[src/rtl/demux14_router.sv]
// demux14_router: 1-to-4 word router with a one-word valid/ready register per channel
// Ports: clk, rst_n (async active-low); din/in_valid/in_ready with select {s0,s1};
// y0..y3 with yk_valid/yk_ready per channel.
// With DEMUX14_CNT_EN defined, cnt0..cnt3 count accepts per channel (8-bit, wrapping).
module demux14_router (
  input  logic       clk,
  input  logic       rst_n,
  input  logic [7:0] din,
  input  logic       in_valid,
  output logic       in_ready,
  input  logic       s0,
  input  logic       s1,
  output logic [7:0] y0,
  output logic [7:0] y1,
  output logic [7:0] y2,
  output logic [7:0] y3,
  output logic       y0_valid,
  output logic       y1_valid,
  output logic       y2_valid,
  input  logic       y0_ready,
  input  logic       y1_ready,
  input  logic       y2_ready,
  input  logic       y3_ready,
`ifdef DEMUX14_CNT_EN
  output logic [7:0] cnt0,
  output logic [7:0] cnt1,
  output logic [7:0] cnt2,
  output logic [7:0] cnt3,
`endif
  output logic       y3_valid
);
  logic [1:0]      k;
  logic [3:0]      v, rdy;
  logic [3:0][7:0] d;
  logic            acc;
  assign k        = {s0, s1};
  assign rdy      = {y3_ready, y2_ready, y1_ready, y0_ready};
  // a FULL channel can still accept when it is being drained in the same cycle
  assign in_ready = !v[k] || rdy[k];
  assign acc      = in_valid && in_ready;
  assign {y3, y2, y1, y0} = d;
  assign {y3_valid, y2_valid, y1_valid, y0_valid} = v;
  always_ff @(posedge clk or negedge rst_n)
    if (!rst_n) begin
      v <= '0;
      d <= '0;
    end else begin
      for (int i = 0; i < 4; i++)
        if (acc && k == 2'(i)) begin
          d[i] <= din;
          v[i] <= 1'b1;
        end else if (v[i] && rdy[i]) v[i] <= 1'b0;
    end
`ifdef DEMUX14_CNT_EN
  logic [3:0][7:0] c;
  assign {cnt3, cnt2, cnt1, cnt0} = c;
  always_ff @(posedge clk or negedge rst_n)
    if (!rst_n) c <= '0;
    else if (acc) c[k] <= c[k] + 8'd1;
`endif
endmodule

[config.mk]
export PLATFORM = sky130hd
export DESIGN_NAME = demux14_router
export DESIGN_NICKNAME = d
export VERILOG_FILES = /design/src/rtl/demux14_router.sv
export SDC_FILE = /design/constraint.sdc
export NUM_CORES = 1
export LEC_CHECK = 0
export BUFFER_PORTS_ARGS = -buffer_cell sky130_fd_sc_hd__buf_2
export CAP_MARGIN = 10
export CORE_ASPECT_RATIO = 0.75
export CORE_MARGIN = 5
export CORE_UTILIZATION = 40
export CTS_CLUSTER_DIAMETER = 60
export CTS_CLUSTER_SIZE = 16
export DETAILED_ROUTE_END_ITERATION = 7
export PLACE_DENSITY_LB_ADDON = 0.12
export SYNTH_ARGS = -nofsm -noshare
export SYNTH_HDL_FRONTEND = slang
export SYNTH_SLANG_ARGS = --single-unit
[constraint.sdc]
create_clock -name clk -period 1.55 [get_ports clk]
set_clock_uncertainty 0.15 [all_clocks]
set_input_delay 0 -clock clk [delete_from_list [all_inputs] [get_ports clk]]
set_output_delay 0 -clock clk [all_outputs]
set_load 0.005 [all_outputs]
# After elaboration in Yosys (flattened, before gate mapping)
# Cells that the tools add are included.
# Widths: inputs -> output; s select.
word_totals:
  output_inout_bits: 37
  register_bits: 36
  elab_cells: 40
  input_bits: 17
classes:
  eq_ne: 3
  order_cmp: 1
  reduce_logical: 16
  n_mux: 12
ops:
  columns: ["cell", "n"]
  rows:
  - ["$mux 1", 10]
  - ["$logic_and 1x1->1", 9]
  - ["$reduce_bool 2->1", 4]
  - ["$bmux 1 s2", 2]
  - ["$eq 2x2->1 const B", 2]
  - ["$lt 2x3->1 const B", 1]
  - ["$eq 2x1->1 const B", 1]
  - ["$logic_not 2->1", 1]
  - ["$logic_not 1->1", 1]
  - ["$logic_or 1x1->1", 1]

# Longest topological paths before layout
# Gate-level depths: netlist of the first run.
logic_depth:
  word_depth: 7
  depth_mapped: 5
  mapped_depth_nobuf: 3

# Least setup slack after synthesis of the first run
# OpenSTA, ideal clock, no wires.
synth_timing:
  path_type: "flip-flop to flip-flop"
  from: "register v[1]"
  to: "register d (netlist bit y1[0])"
  path_stages_with_launch: 4
  synth_period_minus_slack_ps: 1440
  t_required_ps: 1275
  path_slack_ps: 110
  path_buffers: 0
  setup_ps: 125
  t_arrival_ps: 1166
  path_cell_list: "dfrtp_1 -> nand2b_1 -> nor3b_4 -> mux2_2"
synth_via:
  elab_chain_cells: 6
synth_lines:
  columns: ["item", "line", "text"]
  rows:
  - ["start, declared", "33", "logic [3:0] v, rdy;"]
  - ["start signal, assigned", "45", "v <= '0;"]
  - ["start signal, assigned by index", "51", "v[i] <= 1'b1;"]
  - ["$bmux 1 s2", "39", "assign in_ready = !v[k] || rdy[k];"]
  - ["$mux 1 (implied by the code)", "39", null]
  - ["$logic_not 1->1", "39", null]
  - ["$logic_or 1x1->1", "39", null]
  - ["$logic_and 1x1->1", "40", "assign acc = in_valid && in_ready;"]
  - ["$logic_and 1x1->1", "49", "if (acc && k == 2'(i)) begin"]
  - ["end signal, assigned by index", "50", "d[i] <= din;"]
  - ["end, declared", "34", "logic [3:0][7:0] d;"]
# No other way between the ends. The select of a mux whose other input is x is not followed.
# A chain may end at the register's enable or synchronous reset.

# Worst setup path after layout of the first run
layout_timing:
  from: "input port y2_ready"
  to: "output port in_ready"
layout_via:
  elab_chain_cells: 3
layout_lines:
  columns: ["item", "line", "text"]
  rows:
  - ["start, declared", "22", "input logic y2_ready,"]
  - ["$bmux 1 s2", "39", null]
  - ["$mux 1 (implied by the code)", "39", null]
  - ["$logic_or 1x1->1", "39", null]
  - ["end, declared", "10", "output logic in_ready,"]
# No other way between the ends. The select of a mux whose other input is x is not followed.

==> key figures, run 1 <==
Min path
  • HP Start: y3_ready
  • Hold Path Class: in2reg

Routing
  • Detailed-route via count: 993
  • WL/cell: 15.3 um
  • Post-DRT Antenna Nets: 0
  • DR iter-0 viols: 54
  • Via/cell ratio: between 4 and 5
  • DRC violations left: 0
  • Final WL: 3200 um
  • DRT Pass-1 Iters: 3

Finish
  • Register area: 901 um2
  • Final Cell Area: 2070 um2
  • Antenna cells: 0
  • Fillers: 259
  • Most frequent cells in the layout: 51 x buf_2, 36 x dfrtp_1, 32 x mux2_2
  • Multi-input combinational cell area: ~520 um2
  • Share of layout cells above drive strength 1: 62.7%
  • Layout net count: between 150 and 200
  • Commonest non-fill, non-tap cell in the layout: buf_2
  • Final Util: 62.2%
  • P&R area growth vs syn: 47.9%
  • Non-Filler Instances: 209

Pwr
  • Total power: 2.55 mW
  • Max VDD drop: 757 uV
  • Pwr dens: 1230 nW/um2
  • Leakage power: approximately 1.0 nW

Timing
  • Worst-Margin Slew: roughly 520 ps
  • FMAX: 0.656 GHz
  • Fin crit period: 1520 ps
  • Final setup vio count: 0
  • Final Hold Vio Count: 0
  • Headroom to the max-slew limit: between 60% and 70%
  • Fin. max-slew vios: 0
  • Final Cycle Share: 98.3%
  • Worst hold slack: 43.8 ps

Logic synthesis
  • Netlist cell types: 12
  • Cells after synthesis: slightly below 90
  • Synthesized area per cell: between 15 and 20 um2
  • Post-synthesis sequential element count: 36
  • Synth Cell Area: 1400 um2
  • Sequential share of the synthesized area: 64.3%
  • Yosys warns: 0
  • Syn Nets: around 110

Placement
  • Post-Place Cells: 184
  • Post-DP HPWL: around 2300 um
  • GP Congestion: between 0.7 and 0.8
  • Placed Area: 1750 um2
  • PortBufs: 53

Clocking
  • Worst-path clk slew: 70 ps
  • Num CTS Buffers: 5
  • Clock Sinks: 36
  • Longest Clk Path Bufs: 2
  • CTS tree: done
  • CTS root buf: clkbuf_8
  • CTS H-tree lvls: 2
  • Worst-Skew Late Latency: ~280 ps

Floorplan
  • Die X: 78.3 um
  • Die ar.: ~4800 um2
  • Core ar.: ~3300 um2
  • DIE HEIGHT: 61.3 um
  • Row cnt: 18
  • I/O pin count: 54
  • Starting Density: 42.0%

GRT
  • Total Routing Usage GR: between 10% and 20%
  • Largest net degree at the start of global routing: 25
  • Initial antenna violation count: 0
  • Grt total ovfl: 0
  • First-pass GRT wire length: 5220 um
  • Number of global-route vias before repair: 1051

Worst setup path
  • Slowest cell delay on critical path: 530 ps
  • Setup crit start: y2_ready
  • Worst Path Required: 1400 ps
  • Worst R2R Setup Slack: 100 ps
  • Buf/Inv on CP: 3
  • CP top delay family: buffers and inverters
  • CP Launch Type: primary input
  • CP most frequent cell: buf_2
  • RR Startpoint: v[1]
  • Crit-path cells: dlygate4sd3_1 -> buf_2 -> nand2b_4 -> mux4_2 -> buf_2
  • CP arrival: 1370 ps
  • Crit. End Element: primary output
  • CP max stage cell: dlygate4sd3_1
  • Critical path class: in2out
  • CP Max Fanout: 3

Flow run
  • Max-cap violations: 0

Status
  • Status: finished clean
-- worst register-to-register path, cell delays in order, from the launching register on --
cell	delay, ps
dfrtp_1	410
nand2b_4	80
nor3b_4	160
buf_4	200
mux2_2	340
-- sequential cells by signal, summed over array words and instances (netlist names) --
register	flops
y0	8
y1	8
y2	8
y3	8
v	4
-- power breakdown --
group          internal (mW)  switching [mW]  leakage (nW)
Combinational          0.328           0.203         0.523
Clock                  0.476           0.334        0.0541
Sequential              1.12          0.0912         0.431
-- metal layers --
layer / global-route usage, % / vias up / routed length (um) / part of all wire (%)
met5: 0 / - / 0 / 0
met4: 4.49 / 0 / 13 / 0.41
met3: 5.56 / 2 / 213 / 6.7
met2: 24.5 / 29 / 1550 / 48
met1: 18.1 / 493 / 1430 / 45
li1: - / 469 / - / -
-- cell families after synthesis --
logic type      Yosys count  share of synthesized area [%]
flops                    36                           64.3
buf+inv                   3                           1.07
simple gates             15                           6.96
mux                      33                           27.3
compound gates            1                          0.357
-- cells in the mapped netlist --
| master | count | share of area [%] |
|---|---|---|
| nor2b_1 | 2 | 0.89 |
| nand2b_1 | 4 | 1.8 |
| nor3b_4 | 1 | 1.3 |
| buf_2 | 3 | 1.1 |
| nand3b_2 | 1 | 0.80 |
| nand3_1 | 1 | 0.36 |
| and3_1 | 1 | 0.45 |
| o21ai_0 | 1 | 0.36 |
| nand2_1 | 5 | 1.3 |
| mux2_2 | 32 | 26 |
| mux4_2 | 1 | 1.6 |
| dfrtp_1 | 36 | 64 |
-- cell type report --
| class | count | area share, % |
|---|---|---|
| sequential | 36 | 43.5 |
| tap | 40 | 2.41 |
| clock inverter | 3 | 2.05 |
| clock buffer | 5 | 3.32 |
| timing repair buffer | 76 | 23.7 |
| multi-input combinational | 49 | 25.1 |
-- final timing paths --
check / end / cells past startpoint
max in group asynchronous: y3[5] / 3
worst min register to register: y0[4] / 1
min in group asynchronous: y1[1] / 2
worst min-delay path: v[3] / 4
worst max-delay path: in_ready / 5
worst max register to register: y1[3] / 4
-- per-stage QoR --
stage          setup TNS (ps)  setup WS, ps
3_3_place_gp                0           101
3_5_place_dp                0          93.2
2_1_floorplan               0           110
5_1_grt                 -10.3         -10.3
6_report                    0          25.8
4_1_cts                     0          2.27
-- repair_timing --
item	CTS	global route
hold buffers	18	0
setup endpoints to repair	0	24
endpoints found under the hold margin	72	0
gates resized for setup	0	9
buffers inserted	0	0
No activity file was read; power rests on OpenSTA's default activity.
==> run 2: changes to the inputs <==
--- a/config.mk
+++ b/config.mk
@@ -10,5 +10,5 @@
 export CORE_ASPECT_RATIO = 0.75
 export CORE_MARGIN = 5
-export CORE_UTILIZATION = 40
+export CORE_UTILIZATION = 47
 export CTS_CLUSTER_DIAMETER = 60
 export CTS_CLUSTER_SIZE = 16
==> constraint.sdc (replaced) <==
create_clock -name clk -period 1.55 [get_ports clk]
set_clock_uncertainty 0.15 [all_clocks]
set_input_delay 0.3875 -clock clk [delete_from_list [all_inputs] [get_ports clk]]
set_output_delay 0.3875 -clock clk [all_outputs]
set_load 0.005 [all_outputs]
==> run 2 against run 1 <==
Against the previous run: sequential power is essentially flat; flip-flop and latch count is the same; global-route usage is 1.9 points higher; the flow now finishes with violations (negative setup slack).
==> key figures, run 2 (same netlist as run 1, synthesis figures left out) <==
Clocking
  • Longest Clk Path Bufs: 2
  • Num CTS Buffers: 5
  • CTS tree: done
  • Worst-Skew Late Latency: 280 ps
  • Worst-path clk slew: roughly 70 ps
  • CTS H-tree lvls: 2
  • CTS root buf: clkbuf_8
  • Clock Sinks: 36

GRT
  • Initial antenna violation count: 0
  • Grt total ovfl: 0
  • Largest net degree at the start of global routing: 21
  • Total Routing Usage GR: 16.6%
  • First-pass GRT wire length: 5240 um
  • Number of global-route vias before repair: 1070

Worst setup path
  • Worst Path Required: 1010 ps
  • CP arrival: 1300 ps
  • RR Startpoint: v[1]
  • Worst R2R Setup Slack: 30 ps
  • Critical path class: reg2out
  • CP Launch Type: register
  • CP Max Fanout: 2
  • Crit. End Element: primary output
  • Reg2Reg Depth: 5
  • Crit Reg-Reg Endpoint: y1[3]

Floorplan
  • Die ar.: 4190 um2
  • Core ar.: 2890 um2
  • Die X: 73.1 um
  • DIE HEIGHT: 57.3 um
  • Row cnt: 17
  • I/O pin count: 54
  • Starting Density: 48.4%

Finish
  • Final Cell Area: 1980 um2
  • Share of layout cells above drive strength 1: 68.9%
  • Fillers: about 230
  • Multi-input combinational cell area: 539 um2
  • Most frequent cells in the layout: 53 x buf_2, 36 x dfrtp_1, 21 x mux2_2
  • Layout net count: 178
  • P&R area growth vs syn: 41.3%
  • Antenna cells: 0
  • Final Util: 68.5%
  • Commonest non-fill, non-tap cell in the layout: buf_2
  • Non-Filler Instances: approximately 200
  • Register area: 901 um2

Timing
  • RSZ-0062 raised after global routing: true
  • Final Hold Vio Count: 0
  • FMAX: around 0.54 GHz
  • Fin crit period: 1840 ps
  • Final setup vio count: 1
  • Setup slack after layout: -292 ps
  • Worst-Margin Slew: around 420 ps
  • Final setup TNS: -292 ps
  • Fin. max-slew vios: 0
  • Final Cycle Share: 119%
  • Headroom to the max-slew limit: 71.9%

Pwr
  • Leakage power: roughly 0.99 nW
  • Max VDD drop: a little under 800 uV
  • Total power: between 2 and 2.5 mW
  • Pwr dens: ~1200 nW/um2

Routing
  • Detailed-route via count: 958
  • WL/cell: 15.6 um
  • DRT Pass-1 Iters: 4
  • Post-DRT Antenna Nets: 0
  • Via/cell ratio: 4.81
  • Final WL: 3110 um
  • DR iter-0 viols: 28
  • DRC violations left: 0

Placement
  • PortBufs: 53
  • Post-Place Cells: 192
  • Placed Area: around 1800 um2
  • GP Congestion: 0.697
  • Post-DP HPWL: 2310 um

Min path
  • HP Start: din[2]
  • Worst Hold End: y1[2]
  • Hold Path Class: in2reg
  • WHS Path Cells: 2

Status
  • Failing checks: negative setup slack
  • Status: finished with violations

Flow run
  • Max-cap violations: 0
-- run 2: cell type report --
class / instances / share of cell area (%)
multi-input combinational: 49 / 27.2
timing repair buffer: 69 / 21.0
sequential: 36 / 45.5
clock buffer: 6 / 3.66
tap: 38 / 2.40
clock inverter: 1 / 0.253
-- run 2: worst max-delay path, stage by stage (launching register included) --
cell	delay [ps]
dfrtp_1	360
nand2b_1	80
mux4_2	450
buf_2	140
-- run 2: metrics by stage --
step           setup WS (ps)  hold slack (ps)
4_1_cts                 -306              229
5_1_grt                 -358              226
3_5_place_dp            -206              195
2_1_floorplan           3.76            -58.1
3_3_place_gp            -202              189
6_report                -292              233
-- run 2: timing repair --
item | CTS | global route
hold buffers | 1 | 0
endpoints found under the hold margin | 16 | 0
resized for setup | 3 | 16
buffers inserted | 1 | 0
setup endpoints to repair | 1 | 25
-- run 2: worst max-delay path by stage --
stage | cells after the start | to | start
4_1_cts | 3 | in_ready | v[3]
2_1_floorplan | 2 | in_ready | y0_ready
3_3_place_gp | 4 | in_ready | y0_ready
3_5_place_dp | 4 | in_ready | y3_ready
5_1_grt | 3 | in_ready | v[3]
6_report | 3 | in_ready | v[3]
-- run 2: where the power goes --
part           internal [mW]  switching [mW]  total (mW)
combinational          0.349           0.206       0.555
clock                  0.305           0.306       0.612
sequential              1.12          0.0905        1.21
total                   1.78           0.603        2.38
-- run 2: routing by layer --
layer	track usage [%]	wire length, um
met1	21.4	1350
met5	0	0
met4	6.05	30
met3	5.81	246
met2	25.9	1480
